**src/rtl/alu_pkg.sv**
```systemverilog
// Shared definitions for the ALU issue controller: instruction layout,
// legal function codes and the controller state encoding.
package alu_pkg;

  localparam int NREG = 32;
  localparam int AW   = 5;

  localparam logic [5:0] OP_RTYPE = 6'b000000;

  localparam logic [5:0] FN_ADD  = 6'b100000;
  localparam logic [5:0] FN_SUB  = 6'b100010;
  localparam logic [5:0] FN_AND  = 6'b100100;
  localparam logic [5:0] FN_OR   = 6'b100101;
  localparam logic [5:0] FN_XOR  = 6'b100110;
  localparam logic [5:0] FN_MOVZ = 6'b001010;
  localparam logic [5:0] FN_SLL  = 6'b000000;
  localparam logic [5:0] FN_CMP  = 6'b111110;

  // Field order fixes the slice positions: op[31:26] rs[25:21] rt[20:16]
  // rd[15:11] shamt[10:6] funct[5:0].
  typedef struct packed {
    logic [5:0] op;
    logic [4:0] rs;
    logic [4:0] rt;
    logic [4:0] rd;
    logic [4:0] shamt;
    logic [5:0] funct;
  } inst_t;

  typedef enum logic [1:0] {
    ST_IDLE   = 2'd0,
    ST_DECODE = 2'd1,
    ST_EXEC   = 2'd2,
    ST_WB     = 2'd3
  } state_t;

  function automatic logic is_legal(input inst_t w);
    logic fn_ok;
    case (w.funct)
      FN_ADD, FN_SUB, FN_AND, FN_OR, FN_XOR, FN_MOVZ, FN_SLL, FN_CMP: fn_ok = 1'b1;
      default: fn_ok = 1'b0;
    endcase
    return fn_ok && (w.op == OP_RTYPE);
  endfunction

endpackage

```
**src/rtl/alu_issue_ctrl_reg_file.sv**
```systemverilog
// 32-entry architectural register file: two operand read ports, one debug
// read port, one synchronous write port. R[0] is never written.
module reg_file
  import alu_pkg::*;
#(
  parameter int DW = 32
) (
  input  logic          clk,
  input  logic          rst_n,
  input  logic [AW-1:0] ra_addr,
  output logic [DW-1:0] ra_data,
  input  logic [AW-1:0] rb_addr,
  output logic [DW-1:0] rb_data,
  input  logic [AW-1:0] dbg_addr,
  output logic [DW-1:0] dbg_data,
  input  logic          we,
  input  logic [AW-1:0] waddr,
  input  logic [DW-1:0] wdata
);

  logic [DW-1:0] mem [NREG];

  // NOTE: the array is reset explicitly because the architecture requires
  // every register to read zero after reset; that rules out a RAM macro.
  always_ff @(posedge clk or negedge rst_n) begin
    if (!rst_n) begin
      for (int i = 0; i < NREG; i++) mem[i] <= '0;
    end else if (we && (waddr != '0)) begin
      mem[waddr] <= wdata;
    end
  end

  assign ra_data  = mem[ra_addr];
  assign rb_data  = mem[rb_addr];
  assign dbg_data = mem[dbg_addr];

endmodule

```
**src/rtl/alu_issue_ctrl.sv**
```systemverilog
// Issue/write-back controller for the combinational ALU: accepts R-type
// words, fetches operands, captures the ALU result and commits it to rd.
module alu_issue_ctrl
  import alu_pkg::*;
#(
  parameter int DW = 32
) (
  input  logic          clk,
  input  logic          rst_n,
  input  logic          inst_valid,
  input  logic [31:0]   inst,
  output logic          inst_ready,
  output logic [DW-1:0] alu_a,
  output logic [DW-1:0] alu_b,
  output logic [5:0]    alu_card,
  output logic [4:0]    alu_shft,
  input  logic [DW-1:0] alu_f,
  output logic          wb_valid,
  output logic [4:0]    wb_addr,
  output logic [DW-1:0] wb_data,
  output logic          illegal,
  input  logic [4:0]    dbg_addr,
  output logic [DW-1:0] dbg_data
);

  state_t        state_q, state_d;
  inst_t         ir_q;
  logic          commit_q;
  logic          reject_q;
  logic [DW-1:0] rs_data;
  logic [DW-1:0] rt_data;
  logic          accept;

  assign inst_ready = (state_q == ST_IDLE);
  assign accept     = inst_valid && inst_ready;

  // wb_valid is high only during WB, so it doubles as the write enable.
  reg_file #(.DW(DW)) u_reg_file (
    .clk      (clk),
    .rst_n    (rst_n),
    .ra_addr  (ir_q.rs),
    .ra_data  (rs_data),
    .rb_addr  (ir_q.rt),
    .rb_data  (rt_data),
    .dbg_addr (dbg_addr),
    .dbg_data (dbg_data),
    .we       (wb_valid),
    .waddr    (wb_addr),
    .wdata    (wb_data)
  );

  // NOTE: sequential state uses non-blocking assignments so every register
  // samples pre-edge values regardless of statement order.
  always_ff @(posedge clk or negedge rst_n) begin
    if (!rst_n) state_q <= ST_IDLE;
    else        state_q <= state_d;
  end

  // Rejected words still pass through EXEC as a bubble so that both
  // outcomes report in the same cycle and issue spacing stays uniform.
  // NOTE: state_d is defaulted first so no path can infer a latch.
  always_comb begin
    state_d = state_q;
    case (state_q)
      ST_IDLE:   if (accept) state_d = ST_DECODE;
      ST_DECODE: state_d = ST_EXEC;
      ST_EXEC:   state_d = ST_WB;
      ST_WB:     state_d = ST_IDLE;
      default:   state_d = ST_IDLE;
    endcase
  end

  always_ff @(posedge clk or negedge rst_n) begin
    if (!rst_n) begin
      ir_q     <= '0;
      commit_q <= 1'b0;
      reject_q <= 1'b0;
      alu_a    <= '0;
      alu_b    <= '0;
      alu_card <= '0;
      alu_shft <= '0;
      wb_valid <= 1'b0;
      wb_addr  <= '0;
      wb_data  <= '0;
      illegal  <= 1'b0;
    end else begin
      wb_valid <= 1'b0;
      illegal  <= 1'b0;
      case (state_q)
        ST_IDLE: if (accept) ir_q <= inst_t'(inst);
        ST_DECODE: begin
          if (is_legal(ir_q)) begin
            alu_a    <= rs_data;
            alu_b    <= rt_data;
            alu_card <= ir_q.funct;
            alu_shft <= ir_q.shamt;
            // MOVZ condition is judged on the operand read here, not later.
            commit_q <= !((ir_q.funct == FN_MOVZ) && (rt_data != '0));
            reject_q <= 1'b0;
          end else begin
            commit_q <= 1'b0;
            reject_q <= 1'b1;
          end
        end
        ST_EXEC: begin
          if (commit_q) begin
            wb_valid <= 1'b1;
            wb_addr  <= ir_q.rd;
            wb_data  <= alu_f;
          end
          illegal <= reject_q;
        end
        default: ;
      endcase
    end
  end

endmodule

```
**config.mk**
```make
export PLATFORM = sky130hd
export DESIGN_NAME = alu_issue_ctrl
export DESIGN_NICKNAME = d
export VERILOG_FILES = /design/src/rtl/alu_pkg.sv /design/src/rtl/alu_issue_ctrl_reg_file.sv /design/src/rtl/alu_issue_ctrl.sv
export SDC_FILE = /design/constraint.sdc
export NUM_CORES = 2
export LEC_CHECK = 0
export CORE_ASPECT_RATIO = 1.75
export CORE_MARGIN = 2
export CORE_UTILIZATION = 48
export CTS_BUF_LIST = sky130_fd_sc_hd__clkbuf_2
export DETAILED_ROUTE_END_ITERATION = 12
export DONT_BUFFER_PORTS = 1
export PLACE_DENSITY = 0.61
export SYNTH_ARGS = -nofsm -noshare
export SYNTH_HDL_FRONTEND = slang
export SYNTH_HIERARCHICAL = 1
export SYNTH_SLANG_ARGS = --single-unit
```
**constraint.sdc**
```tcl
create_clock -name clk -period 2.5 [get_ports clk]
set_clock_uncertainty 0.1 [all_clocks]
set_input_delay 0.5 -clock clk [delete_from_list [all_inputs] [get_ports clk]]
set_output_delay 0.5 -clock clk [all_outputs]
set_load 0.02 [all_outputs]
```
; After elaboration in Yosys (flattened, before gate mapping)
; Index checks and enable logic that the tools add are counted.
[word_totals]
reg_bits = 1174
input_bits = 72
wordCells = 105
[op_classes]
n_lt_le_gt_ge = 5
eq_ne = 11
n_mux = 21
n_bitwise = 4
reduce_logical = 15
[ops]
columns = op, count
row1 = $bwmux W1024, 1
row2 = $bmux W32 S5, 3
row3 = $mux W32, 7
row4 = $demux W32 S5, 1
row5 = $eq A6 B6 Y1 const B, 6
row6 = $reduce_bool A32 Y1, 1
row7 = $ge A6 B6 Y1 const B, 4
row8 = $not A5 Y6, 4
row9 = $logic_not A6 Y1, 2
row10 = $pmux W2 S4, 1
row11 = $reduce_or A8 Y1, 1
row12 = $mux W1, 7
row13 = $eq A6 B4 Y1 const B, 1
row14 = $lt A6 B1 Y1 const B, 1
row15 = $reduce_and A2 Y1, 3
row16 = $logic_and A1 B1 Y1, 5
row17 = $reduce_bool A5 Y1, 1
row18 = $eq A2 B2 Y1 const B, 2
row19 = $eq A2 B1 Y1 const B, 1
row20 = $logic_not A2 Y1, 1
row21 = $mux W2, 1
row22 = $ne A2 B1 Y1 const B, 1
row23 = $logic_not A1 Y1, 1

; Longest topological paths before layout
[depth]
word_depth = 8
mapped_depth = 12
mapped_depth_nobuf = 9

; Hierarchy
; Netlist, hierarchy kept.
[modules_own_cells]
columns = module, n_inst, cells_per_inst, area_each_um2, seq_area_each_um2
row1 = reg_file, 1, 5759, 64712.1, 25624.6
row2 = alu_issue_ctrl, 1, 353, 5753.0, 3753.6

; Worst setup path after synthesis
; No wires, ideal clock.
[synth_timing]
path_type = input -> output
start = input port dbg_addr[1]
end = output port dbg_data[16]
arrival_ns = 1.810
t_required_ns = 1.900
setup_slack_ns = 0.090
cell_stages = 8
cell_sequence = buf_2 > buf_4 > buf_2 > buf_2 > mux2i_1 > nand2_1 > a31oi_1 > nand3_1
[synth_between]
elab_chain_len = 4
[synth_rtl]
columns = element, line_no
row1 = start: declaration, alu_issue_ctrl.sv:22  ; input logic [4:0] dbg_addr,
row2 = $not A5 Y6 (not written as such), alu_issue_ctrl_reg_file.sv:35  ; assign dbg_data = mem[dbg_addr];
row3 = $bmux W32 S5, alu_issue_ctrl_reg_file.sv:35
row4 = $mux W32 (not written as such) (2 in a row), alu_issue_ctrl_reg_file.sv:35
row5 = end: declaration, alu_issue_ctrl.sv:23  ; output logic [DW-1:0] dbg_data
; No other way between the ends. The select of a mux whose other input is x is not followed.

; Final worst setup path
[layout_timing]
start = input port dbg_addr[1]
end = output port dbg_data[3]
; Same word-level chain as after synthesis.

==> results.tsv <==
stage	metric	value	unit
yosys	post_synth_instance_area	0.0705	sq mm
global_routing	antenna_violations_before_repair	8	
sta	final_hold_viol_count	764	
critical_path	worst_setup_path_start_kind	primary input	
global_routing	global_route.overflow_total	0	
place	dp_hpwl	169000	um
detailed_routing	drc	0	
detailed_routing	via_count	59200	
clock_tree	clk_root_buffer_cell	clkbuf_2	
floorplan	num_rows	186	
yosys	synth_cell_type_count	40	
status	failed_checks	negative hold slack, max-slew violations, negative setup slack	
pwr	power-per-cell-area	976	mW/mm^2
place	io_buffers	0	
clock_tree	cts_buffer_depth	4	
sta	unrepaired_setup_endpoints_after_global_routing	yes	
critical_path	worstPathMaxFanout	512	
critical_path	category_of_the_most_critical_setup_path	primary input to primary output	
critical_path	element_type_at_the_critical_path_end	primary output	
detailed_routing	drt_pre_antenna_iters	6	
cells_and_area	design_area	0.0875	sq mm
detailed_routing	detail_route.vias_per_cell	6.52	
clock_tree	tritoncts	done	
global_routing	grt_start_max_net_pins	513	
global_routing	global_route_wire_length_before_repair	402000	um
detailed_routing	antenna_violating_nets_post_route	0	
yosys	synth-async-reset-ratio	100	%
status	outcome	finished, violations left	
flow_run	timing.max_cap.violations	0	
yosys	ys.warnings.count	6	
yosys	post_synth_net_total	6187	
sta	clock.fmax	244	MHz
floorplan	floorplan.die.height	511	um
detailed_routing	wl_per_cell	31.3	um
floorplan	die_width	294	um
yosys	synth.ff_latch_count	1174	
sta	post-route-min-period	4.09	ns
sta	timing.slew.headroom	-92.0	%
hold_path	hold_path_class	primary input to async pin	
global_routing	first_global_vias	60800	
sta	worst-slew-pin-transition	2.88	ns
yosys	post-synth-top-count-cell	mux2i_1	
floorplan	start_util	48.2	%
sta	whs	-1.27	ns
critical_path	worst-endpoint-required	1.90	ns
critical_path	timing.critical_path.arrival	3.49	ns
yosys	yosys_most_used_dff	dfrtp_1	
cells_and_area	number_of_nets_in_the_final_layout	7065	
clock_tree	clock_latency	1.76	ns
detailed_routing	drt-total-wl	284000	um
yosys	synth_largest_type_area_fraction	41.7	%
critical_path	worst-r2r-cell-count	15	
yosys	netlist_instances	6112	
yosys	postSynthAreaPerCell	11.5	sq um
yosys	post-synth-top-area-cell	dfrtp_1	
floorplan	top_level_ports	219	
floorplan	design.die.area	0.150	sq mm
pwr	irDropWorstVdd	0.877	mV
yosys	number_of_enable_flip_flop_cells_after_synthesis	0	
sta	final_critical_path_setup_slack	-1.59	ns
detailed_routing	drt_iter0_markers	5602	
sta	layout_worst_path_cycle_share	164	%
cells_and_area	area_growth	24.2	%
global_routing	track_usage	36.2	%
cells_and_area	post_route_cells_drive_above_1_share	39.6	%
yosys	synth-seq-area-share	41.7	%
pwr	cellLeakagePower	43.5	nW
yosys	dominant_cells_by_area_after_synthesis	dfrtp_1 42%, mux2i_1 22%, mux2_2 17%	
yosys	synth.cells.most_frequent	1536 x mux2i_1, 1174 x dfrtp_1, 1069 x mux2_2, 312 x nand2_1, 291 x nand3_1	
clock_tree	htree_num_levels	5	
place	gp_congestion	0.898	
floorplan	core	0.146	sq mm
clock_tree	clock_sinks	1174	
clock_tree	numCtsBuffers	303	
sta	drv_slew	276	
clock_tree	clock_transition_at_the_registers_of_the_reported_paths	0.12	ns
place	post_dp_cell_area	0.0777	sq mm
clock_tree	hold_bufs_inserted_after_cts	198	
sta	timing.final.setup_violations	210	
final timing paths:
kind                       slack (ns)                  end                start
setup / recovery                -1.59          dbg_data[3]          dbg_addr[1]
hold / removal                  -1.27            alu_b[29]                rst_n
setup reg to reg                -1.22             commit_q             ir_q[17]
hold reg to reg                  0.33  u_reg_file/mem[993]  u_reg_file/mem[993]
max in group asynchronous        0.56  u_reg_file/mem[417]                rst_n
min in group clk                 0.33  u_reg_file/mem[993]  u_reg_file/mem[993]
flip-flops by register name (all words and copies together) (netlist names):
name            count
ir_q               32
commit_q            1
wb_data            32
alu_a              32
alu_shft            5
state_q             2
wb_addr             5
u_reg_file/mem   1024
reject_q            1
alu_card            6
alu_b              32
illegal             1
wb_valid            1
power breakdown:
part	switching [mW]	total, mW	internal, mW
Combinational	27.2	49.6	22.4
Sequential	2.34	22.8	20.5
Clock	8.53	13.0	4.48
worst max-delay path, stage by stage:
cell     delay (ns)
mux2i_1        0.73
a22o_1         0.21
nor3_1         0.06
a31oi_1        0.29
buf_4          0.20
nand3_4        0.06
buf_6          0.14
stage by stage:
stage          cells  setup slack [ns]  utilization, %  total power [mW]  setup TNS, ns
6_report        9074             -1.59            59.9              85.4         -77.31
5_1_grt         9072             -1.49            59.9              87.8         -94.21
4_1_cts         8982             -1.49            58.7              81.7         -95.42
3_5_place_dp    8095             -1.18            53.1              62.2        -264.40
3_3_place_gp    8095             -1.13            53.1              62.0        -251.27
2_1_floorplan   6112            0.0899               -              42.8              0
cell families (layout without fill, tap and decap cells):
| logic type | after synthesis | count (layout) | share of synthesized area, % |
|---|---|---|---|
| adder cells (fa/ha/maj) | 3 | 3 | 0.0533 |
| AO/OA/AOI/OAI | 872 | 872 | 8.45 |
| buffers and inverters | 619 | 1693 | 4.64 |
| other | 0 | 8 | 0 |
| flip-flops | 1174 | 1174 | 41.7 |
| AND/OR/NAND/NOR | 772 | 772 | 5.19 |
| multiplexers | 2672 | 2672 | 40.0 |
routing by layer:
layer	wire (um)	vias to the layer above	track usage, %	part of all wire [%]
li1	-	24700	-	-
met1	106000	30100	44.7	37
met2	130000	3363	57.2	46
met3	26200	1070	7.76	9.2
met4	22600	4	23.6	8.0
met5	27	-	0	0.0095
layout make-up:
type	count	area, sq um
Tap cell	1880	2350
Clock buffer	404	2020
Fill cell	12000	58700
Clock inverter	97	423
Inverter	5	18.8
Timing Repair Buffer	1187	13900
Multi-Input combinational cell	4319	39200
Antenna cell	8	20.0
Sequential cell	1174	29500
cell usage in the layout (no fill, tap or decap), drive strengths merged, types with 6 or more instances in the layout:
| master | count |
|---|---|
| a21oi | 289 |
| a22o | 193 |
| a22oi | 288 |
| a31oi | 97 |
| buf | 966 |
| bufbuf | 8 |
| clkbuf | 421 |
| clkinv | 92 |
| dfrtp | 1174 |
| diode | 8 |
| dlygate4sd3 | 196 |
| inv | 8 |
| mux2 | 1136 |
| mux2i | 1536 |
| nand2 | 312 |
| nand2b | 6 |
| nand3 | 291 |
| nor2 | 25 |
| nor2b | 6 |
| nor3 | 99 |
| nor4 | 9 |
what timing repair did:
item | CTS | global route
pin swaps | 139 | 130
endpoints found under the setup margin | 218 | 400
resized for setup | 417 | 177
setup buffers | 178 | 88
cloned | 27 | 19
endpoints found under the hold margin | 991 | 715
Note: power is estimated with default switching activity, not from simulation.
